### src/rtl/expr_cov_sequencer_pkg.sv
// Shared types for the OR-expression coverage sequencer.
// Row index, state encoding and the golden row result.
package expr_cov_pkg;

    typedef enum logic [2:0] {
        S_IDLE,
        S_DRIVE,
        S_SETTLE,
        S_SAMPLE,
        S_DONE
    } expr_cov_state_e;

    localparam int NUM_ROWS = 4;

    typedef logic [1:0] row_idx_t;

    function automatic logic row_expected(row_idx_t r);
        return r[1] | r[0];
    endfunction

endpackage

### src/rtl/expr_cov_sequencer_if.sv
// Control/datapath bundle between test control and the sequencer.
// master = test-control side, slave = sequencer.
interface expr_cov_sequencer_if #(
    parameter int CNT_W = 8
);
    logic                  start;
    logic                  abort;
    logic                  busy;
    logic                  done;
    logic                  drv_a;
    logic                  drv_b;
    logic                  drv_valid;
    logic                  dut_y;
    logic [4*CNT_W-1:0]    row_hit;
    logic [CNT_W-1:0]      mismatch_cnt;
    logic                  err;

    modport master (
        output start, abort, dut_y,
        input  busy, done, drv_a, drv_b, drv_valid,
        input  row_hit, mismatch_cnt, err
    );

    modport slave (
        input  start, abort, dut_y,
        output busy, done, drv_a, drv_b, drv_valid,
        output row_hit, mismatch_cnt, err
    );
endinterface

### src/rtl/expr_cov_sequencer_sat.sv
// Saturating up-counter with synchronous clear.
// Clear wins over increment in the same cycle.
module sat_counter #(
    parameter int W = 8
) (
    input  logic         clk,
    input  logic         rst_n,
    input  logic         clr,
    input  logic         inc,
    output logic [W-1:0] q
);
    logic [W-1:0] cnt_q;
    logic [W-1:0] cnt_d;

    always_comb begin
        cnt_d = cnt_q;
        if (clr) begin
            cnt_d = '0;
        end else if (inc && (cnt_q != '1)) begin
            cnt_d = cnt_q + 1'b1;
        end
    end

    always_ff @(posedge clk) begin
        if (!rst_n) begin
            cnt_q <= '0;
        end else begin
            cnt_q <= cnt_d;
        end
    end

    assign q = cnt_q;
endmodule

### src/rtl/expr_cov_sequencer.sv
// Walks {a,b} through all OR truth-table rows and counts hits per row.
// Define EXPR_COV_CHECK_EN to build the result comparator and mismatch counter.
module expr_cov_sequencer
    import expr_cov_pkg::*;
#(
    parameter int SETTLE_CYCLES = 2,
    parameter int REPEAT        = 1,
    parameter int CNT_W         = 8
) (
    input logic                 clk,
    input logic                 rst_n,
    expr_cov_sequencer_if.slave bus
);
    localparam int SW = (SETTLE_CYCLES > 1) ? $clog2(SETTLE_CYCLES) : 1;
    localparam logic [SW-1:0] SETTLE_LAST =
        SW'((SETTLE_CYCLES > 0) ? SETTLE_CYCLES - 1 : 0);
    localparam logic [7:0] PASS_LAST = 8'(REPEAT - 1);

    expr_cov_state_e state_q, state_d;
    row_idx_t        r_q, r_d;
    logic [7:0]      p_q, p_d;
    logic [SW-1:0]   settle_q, settle_d;
    logic            drv_a_q, drv_a_d;
    logic            drv_b_q, drv_b_d;
    logic            drv_valid_q, drv_valid_d;
    logic            clr;
    logic            sample;
    row_idx_t        r_nxt;

    assign r_nxt = r_q + 2'd1;

    always_comb begin
        state_d     = state_q;
        r_d         = r_q;
        p_d         = p_q;
        settle_d    = settle_q;
        drv_a_d     = drv_a_q;
        drv_b_d     = drv_b_q;
        drv_valid_d = drv_valid_q;
        clr         = 1'b0;
        sample      = 1'b0;
        unique case (state_q)
            S_IDLE: begin
                if (bus.start && !bus.abort) begin
                    clr         = 1'b1;
                    r_d         = '0;
                    p_d         = '0;
                    drv_a_d     = 1'b0;
                    drv_b_d     = 1'b0;
                    drv_valid_d = 1'b1;
                    state_d     = S_DRIVE;
                end
            end
            S_DRIVE: begin
                settle_d = '0;
                state_d  = (SETTLE_CYCLES > 0) ? S_SETTLE : S_SAMPLE;
            end
            S_SETTLE: begin
                if (settle_q == SETTLE_LAST) begin
                    state_d = S_SAMPLE;
                end else begin
                    settle_d = settle_q + 1'b1;
                end
            end
            S_SAMPLE: begin
                sample = 1'b1;
                if (r_q != 2'd3) begin
                    r_d                = r_nxt;
                    {drv_a_d, drv_b_d} = r_nxt;
                    state_d            = S_DRIVE;
                end else if (p_q != PASS_LAST) begin
                    r_d                = '0;
                    p_d                = p_q + 8'd1;
                    {drv_a_d, drv_b_d} = 2'b00;
                    state_d            = S_DRIVE;
                end else begin
                    {drv_a_d, drv_b_d} = 2'b00;
                    drv_valid_d        = 1'b0;
                    state_d            = S_DONE;
                end
            end
            S_DONE: begin
                state_d = S_IDLE;
            end
            default: begin
                state_d = S_IDLE;
            end
        endcase
        // An aborted sample is not counted; earlier rows keep their counts.
        if (bus.abort && (state_q != S_IDLE)) begin
            state_d     = S_IDLE;
            drv_a_d     = 1'b0;
            drv_b_d     = 1'b0;
            drv_valid_d = 1'b0;
            sample      = 1'b0;
        end
    end

    always_ff @(posedge clk) begin
        if (!rst_n) begin
            state_q     <= S_IDLE;
            r_q         <= '0;
            p_q         <= '0;
            settle_q    <= '0;
            drv_a_q     <= 1'b0;
            drv_b_q     <= 1'b0;
            drv_valid_q <= 1'b0;
        end else begin
            state_q     <= state_d;
            r_q         <= r_d;
            p_q         <= p_d;
            settle_q    <= settle_d;
            drv_a_q     <= drv_a_d;
            drv_b_q     <= drv_b_d;
            drv_valid_q <= drv_valid_d;
        end
    end

    assign bus.busy      = (state_q != S_IDLE);
    assign bus.done      = (state_q == S_DONE);
    assign bus.drv_a     = drv_a_q;
    assign bus.drv_b     = drv_b_q;
    assign bus.drv_valid = drv_valid_q;

    logic [NUM_ROWS*CNT_W-1:0] row_hit;

    for (genvar i = 0; i < NUM_ROWS; i++) begin : g_row
        sat_counter #(.W(CNT_W)) u_hit (
            .clk   (clk),
            .rst_n (rst_n),
            .clr   (clr),
            .inc   (sample && (r_q == row_idx_t'(i))),
            .q     (row_hit[i*CNT_W +: CNT_W])
        );
    end

    assign bus.row_hit = row_hit;

`ifdef EXPR_COV_CHECK_EN
    logic miss;
    logic err_q, err_d;

    assign miss = sample && (bus.dut_y != row_expected(r_q));

    sat_counter #(.W(CNT_W)) u_miss (
        .clk   (clk),
        .rst_n (rst_n),
        .clr   (clr),
        .inc   (miss),
        .q     (bus.mismatch_cnt)
    );

    always_comb begin
        err_d = err_q;
        if (clr) begin
            err_d = 1'b0;
        end else if (miss) begin
            err_d = 1'b1;
        end
    end

    always_ff @(posedge clk) begin
        if (!rst_n) begin
            err_q <= 1'b0;
        end else begin
            err_q <= err_d;
        end
    end

    assign bus.err = err_q;
`else
    logic unused_dut_y;

    assign unused_dut_y     = bus.dut_y;
    assign bus.mismatch_cnt = '0;
    assign bus.err          = 1'b0;
`endif
endmodule

### src/flat_wrapper.sv
// flat-port wrapper written by rule: the top's interface ports become plain ports
module expr_cov_sequencer_flat import expr_cov_pkg::*;
#(
    parameter int SETTLE_CYCLES = 2,
    parameter int REPEAT        = 1,
    parameter int CNT_W         = 8
)
  (clk, rst_n, bus_start, bus_abort, bus_dut_y, bus_busy, bus_done, bus_drv_a, bus_drv_b, bus_drv_valid, bus_row_hit, bus_mismatch_cnt, bus_err);
  expr_cov_sequencer_if #(.CNT_W(CNT_W)) bus_i ();
  input logic clk;
  input logic rst_n;
  input wire logic [$bits(bus_i.start)-1:0] bus_start;
  input wire logic [$bits(bus_i.abort)-1:0] bus_abort;
  input wire logic [$bits(bus_i.dut_y)-1:0] bus_dut_y;
  output wire logic [$bits(bus_i.busy)-1:0] bus_busy;
  output wire logic [$bits(bus_i.done)-1:0] bus_done;
  output wire logic [$bits(bus_i.drv_a)-1:0] bus_drv_a;
  output wire logic [$bits(bus_i.drv_b)-1:0] bus_drv_b;
  output wire logic [$bits(bus_i.drv_valid)-1:0] bus_drv_valid;
  output wire logic [$bits(bus_i.row_hit)-1:0] bus_row_hit;
  output wire logic [$bits(bus_i.mismatch_cnt)-1:0] bus_mismatch_cnt;
  output wire logic [$bits(bus_i.err)-1:0] bus_err;
  assign bus_i.start = bus_start;
  assign bus_i.abort = bus_abort;
  assign bus_i.dut_y = bus_dut_y;
  assign bus_busy = bus_i.busy;
  assign bus_done = bus_i.done;
  assign bus_drv_a = bus_i.drv_a;
  assign bus_drv_b = bus_i.drv_b;
  assign bus_drv_valid = bus_i.drv_valid;
  assign bus_row_hit = bus_i.row_hit;
  assign bus_mismatch_cnt = bus_i.mismatch_cnt;
  assign bus_err = bus_i.err;
  expr_cov_sequencer #(.SETTLE_CYCLES(SETTLE_CYCLES), .REPEAT(REPEAT), .CNT_W(CNT_W)) u_core (.clk(clk), .rst_n(rst_n), .bus(bus_i));
endmodule
### config.mk
export PLATFORM = sky130hd
export DESIGN_NAME = expr_cov_sequencer_flat
export DESIGN_NICKNAME = d
export VERILOG_FILES = /design/src/rtl/expr_cov_sequencer_pkg.sv /design/src/rtl/expr_cov_sequencer_if.sv /design/src/rtl/expr_cov_sequencer_sat.sv /design/src/rtl/expr_cov_sequencer.sv /design/src/flat_wrapper.sv
export SDC_FILE = /design/constraint.sdc
export NUM_CORES = 1
export LEC_CHECK = 0
export ABC_AREA = 0
export CORE_MARGIN = 5
export CORE_UTILIZATION = 55
export DETAILED_ROUTE_END_ITERATION = 8
export PLACE_DENSITY = 0.84
export RECOVER_POWER = 50
export SYNTH_ARGS = -nofsm -noshare
export SYNTH_HDL_FRONTEND = slang
export SYNTH_SLANG_ARGS = --single-unit
### constraint.sdc
create_clock -name clk -period 4.9 [get_ports clk]
set_input_delay 0.98 -clock clk [delete_from_list [all_inputs] [get_ports clk]]
set_output_delay 0.98 -clock clk [all_outputs]
set_load 0.02 [all_outputs]
==> flow_results.org <==
** Place
- During placement, the flow inserted port buffers numbering 40.
- Final weighted congestion in routability-driven placement :: 0.865
- Once placement finished, the instance area stood at just under 3000 sq um.
- OpenSTA, run right after detailed placement, puts the worst setup slack at about 1.7 ns.
- Detailed-placement wirelength estimate :: 4050 microns

** Routing
- Total via count in the routed design :: ~2400
- The detail route stage leaves a number of antenna-violating nets equal to 0.
- Number of vias per cell :: ~6.0
- DRT iter0 DRCs :: around 130
- Total Routed Length :: 5800 microns
- In the final routed layout, each cell accounts on average for 14.7 microns.
- For this run, design rule violations remaining after detail routing come to 0.
- Number of iterations in the first detailed-routing pass :: 5

** Timing
- Setup repair after global routing left no endpoint under its margin.
- Setup violations remaining at the end of the flow were counted as 0.
- Final sum of negative setup slack :: 0 ns
- Clock skew on the completed layout was measured at 0.00474 ns.
- For the pin with the worst max-slew slack, the measured transition is roughly 1.1 ns.
- In the finished design, the share of the clock period the worst path needs comes to 0.616.
- Number of max-slew violations in the final report :: 0
- The worst path in the final design needs a cycle of slightly above 3 ns, including I/O delays and setup.
- Achievable clock frequency :: approximately 330 MHz
- Final worst slack :: ~1.9 ns
- Worst slew margin :: 0.269
- Final Hold Fails :: 0

** Job
- Across the run, the number of max-cap violations was 0.

** Finish
- 0 antenna diodes ended up in the layout.
- Leaving out fill and tap cells, the most frequent cells in the layout are 49 x sky130_fd_sc_hd__dfxtp_1, 30 x sky130_fd_sc_hd__dlygate4sd3_1, 26 x sky130_fd_sc_hd__a21oi_1, 24 x sky130_fd_sc_hd__nand2_1, 21 x sky130_fd_sc_hd__nand3_1.
- Net count, final :: ~360
- The finished cells cover between 3000 and 4000 sq um.
- The library cell used most frequently in the layout, excluding fill and tap cells, is sky130_fd_sc_hd__dfxtp_1.
- Measured on the finished design, the core utilization comes to 0.694.
- Layout-stage area growth over the synthesis result :: 20.1%
- Filler cell count in the final layout :: between 300 and 400
- Of the cells placed in the final design, the portion with a size suffix greater than 1 is 0.0263.

** CTS
- In this run the post-CTS setup repair buffer count came out at 0.
- In this run, CTS created clock tree buffers numbering 5.
- Latest clock arrival within the worst-skew pair :: 0.30 ns
- Number of levels in the clock H-tree :: 2
- Once the clock tree was built, the resizer swapped 0 gates to a different size.
- Clock Sinks :: 49
- Buffers inserted to repair hold after CTS numbered 0.
- The clock passes through at most 2 buffers.
- Cell at the root of the clock tree :: sky130_fd_sc_hd__clkbuf_8
- TritonCTS built the clock tree.
- Clock-pin slew was measured on the worst setup and hold paths at 0.09 ns.

** Global route
- The via count of the first global-routing pass is 2078.
- Global routing finished with a remaining overflow of 0.
- Pin count of the biggest net entering global routing :: 33
- First-pass GRT wire length :: about 9600 microns
- Total GRT Usage :: 0.188
- Number of antenna violations at the first check in global routing :: 0

** Power and ir drop
- Overall power consumption after layout is estimated at 0.000750 W.
- The share of total power dissipated in the clock network is 0.401.
- The share of total power dissipated in combinational logic is 0.060.
- For this design the ratio of total power to cell area is 245 nW/um^2.
- Peak ir drop on the vdd network :: ~0.00017 V
- The share of total power dissipated in sequential elements is 0.540.
- Switching share of total power :: 0.226
- Internal portion of total power :: between 0.0005 and 0.0006 W
- Leakage :: around 1.2 nW
- Power dissipated by switching net loads :: 0.000170 W

** Yosys
- Portion of the post-synthesis area used by sequential elements :: 0.384
- Flip-flop cell with the highest count after synthesis :: sky130_fd_sc_hd__dfxtp_1
- After synthesis, the netlist uses 52 different library cells.
- After synthesis the netlist holds a flip-flop and latch count of between 40 and 50.
- Number of warnings printed during yosys synthesis :: 0
- Number of flops mapped to enable cells by yosys :: 0
- Share of async-settable or async-resettable flops after synthesis :: 0
- Synth Instances :: a little over 300
- Post-synthesis cell area :: roughly 2600 sq um
- Averaged over all synthesized cells, the footprint is ~8.5 sq um.

** Die
- Pin placement for this block handled 51 I/O pins.
- The core region is 4410 sq um.
- The die is between 70 and 80 microns tall.
- Die area :: just over 6000 sq um
- Measured along the x axis, the die boundary spans just under 80 microns.
- The initial utilization of the core area, before any placement, comes to 0.578.
- The floorplan has 24 rows.

** Run status
- Status :: finished, final reports clean

** Setup path
- Setup slack on the worst reg-to-reg path comes out at 2.53 ns.
- At the worst endpoint, the required time is between 5 and 6 ns.
- STA classifies the critical path endpoint as a flip-flop.
- Worst setup path category :: input pin to flip-flop
- At the worst endpoint, the arrival time is about 3.2 ns.
- The worst setup path is launched from an input pin.
- Highest fanout seen on the critical path :: 9

** Min path
- Tightest Hold Check Type :: flip-flop to flip-flop
per-layer routing:
layer / GRT usage / wire, microns / vias up
met5: 0 / 0 / -
met4: 0.0794 / 95 / 0
met3: 0.0412 / 311 / 8
met2: 0.305 / 2780 / 67
met1: 0.240 / 2620 / 1105
li1: - / - / 1184
kinds of logic after synthesis:
kind of cell | synth area share
muxes | 0.0275
xor gates and xnor gates | 0.0274
buffers and inverters | 0.0564
and+or+nand+nor | 0.252
DFF | 0.384
adders and majority gates | 0.0490
AOI/OAI and AO/OA | 0.202
other | 0.00147
power groups by stage:
stage | Clock (W) | Sequential, W | Combinational [W]
floorplan | 0 | 0.000412 | 0.0000396
global placement | 0 | 0.000414 | 0.0000446
detailed placement | 0 | 0.000414 | 0.0000453
CTS | 0.000309 | 0.000405 | 0.0000455
global route | 0.000328 | 0.000406 | 0.0000482
finish | 0.000301 | 0.000405 | 0.0000448
final timing paths:
path,startpoint,to,depth (start not counted)
max reg2reg,u_core.state_q[2]$_SDFFE_PP0P_,u_core.p_q[2]$_SDFFE_PN0P_,4
max,bus_abort,u_core.g_row[2].u_hit.q[5]$_SDFFE_PP0P_,6
min reg2reg,u_core.p_q[7]$_SDFFE_PN0P_,u_core.p_q[7]$_SDFFE_PN0P_,2
min,u_core.p_q[7]$_SDFFE_PN0P_,u_core.p_q[7]$_SDFFE_PN0P_,2
state kept, by name (all words and copies together), names as in the netlist:
name	count
u_core.state_q	3
u_core.bus.drv_b	1
u_core.settle_q	1
u_core.p_q	8
u_core.r_q	2
u_core.g_row.u_hit.q	32
u_core.bus.drv_valid	1
u_core.bus.drv_a	1
through the flow:
stage / std cells / hold slack [ns]
floorplan: 310 / 0.452
global placement: 386 / 0.467
detailed placement: 386 / 0.481
CTS: 394 / 0.498
global route: 394 / 0.534
finish: 394 / 0.499
synthesized netlist by cell type, types with 6 or more instances:
master / instances / share of area
sky130_fd_sc_hd__a211oi_1: 6 / 0.018
sky130_fd_sc_hd__a21oi_1: 26 / 0.051
sky130_fd_sc_hd__and3_1: 6 / 0.015
sky130_fd_sc_hd__buf_4: 9 / 0.026
sky130_fd_sc_hd__dfxtp_1: 49 / 0.38
sky130_fd_sc_hd__ha_1: 10 / 0.049
sky130_fd_sc_hd__inv_1: 10 / 0.015
sky130_fd_sc_hd__mux2i_1: 7 / 0.027
sky130_fd_sc_hd__nand2_1: 24 / 0.035
sky130_fd_sc_hd__nand3_1: 21 / 0.041
sky130_fd_sc_hd__nand4_1: 8 / 0.020
sky130_fd_sc_hd__nor2_1: 16 / 0.024
sky130_fd_sc_hd__nor3_1: 7 / 0.014
sky130_fd_sc_hd__o21ai_0: 17 / 0.033
sky130_fd_sc_hd__o31ai_1: 6 / 0.018
sky130_fd_sc_hd__or3_1: 8 / 0.020
sky130_fd_sc_hd__or4_1: 6 / 0.018
critical path, stage by stage:
cell,delay (ns)
sky130_fd_sc_hd__dlygate4sd3_1,0.62
sky130_fd_sc_hd__nor4bb_1,0.27
sky130_fd_sc_hd__clkbuf_1,0.39
sky130_fd_sc_hd__nand3_1,0.27
sky130_fd_sc_hd__or4_1,0.55
sky130_fd_sc_hd__a21oi_1,0.15
cell type report:
class / count / area (sq um) / area share
clock buffer: 7 / 86.3 / 0.0282
tap: 52 / 65.1 / 0.0212
timing repair buffer: 42 / 412 / 0.134
multi-input combinational: 233 / 1450 / 0.474
clock inverter: 1 / 30.0 / 0.00980
inverter: 10 / 37.5 / 0.0122
sequential: 49 / 981 / 0.320
(Power assumes the default switching activity.)
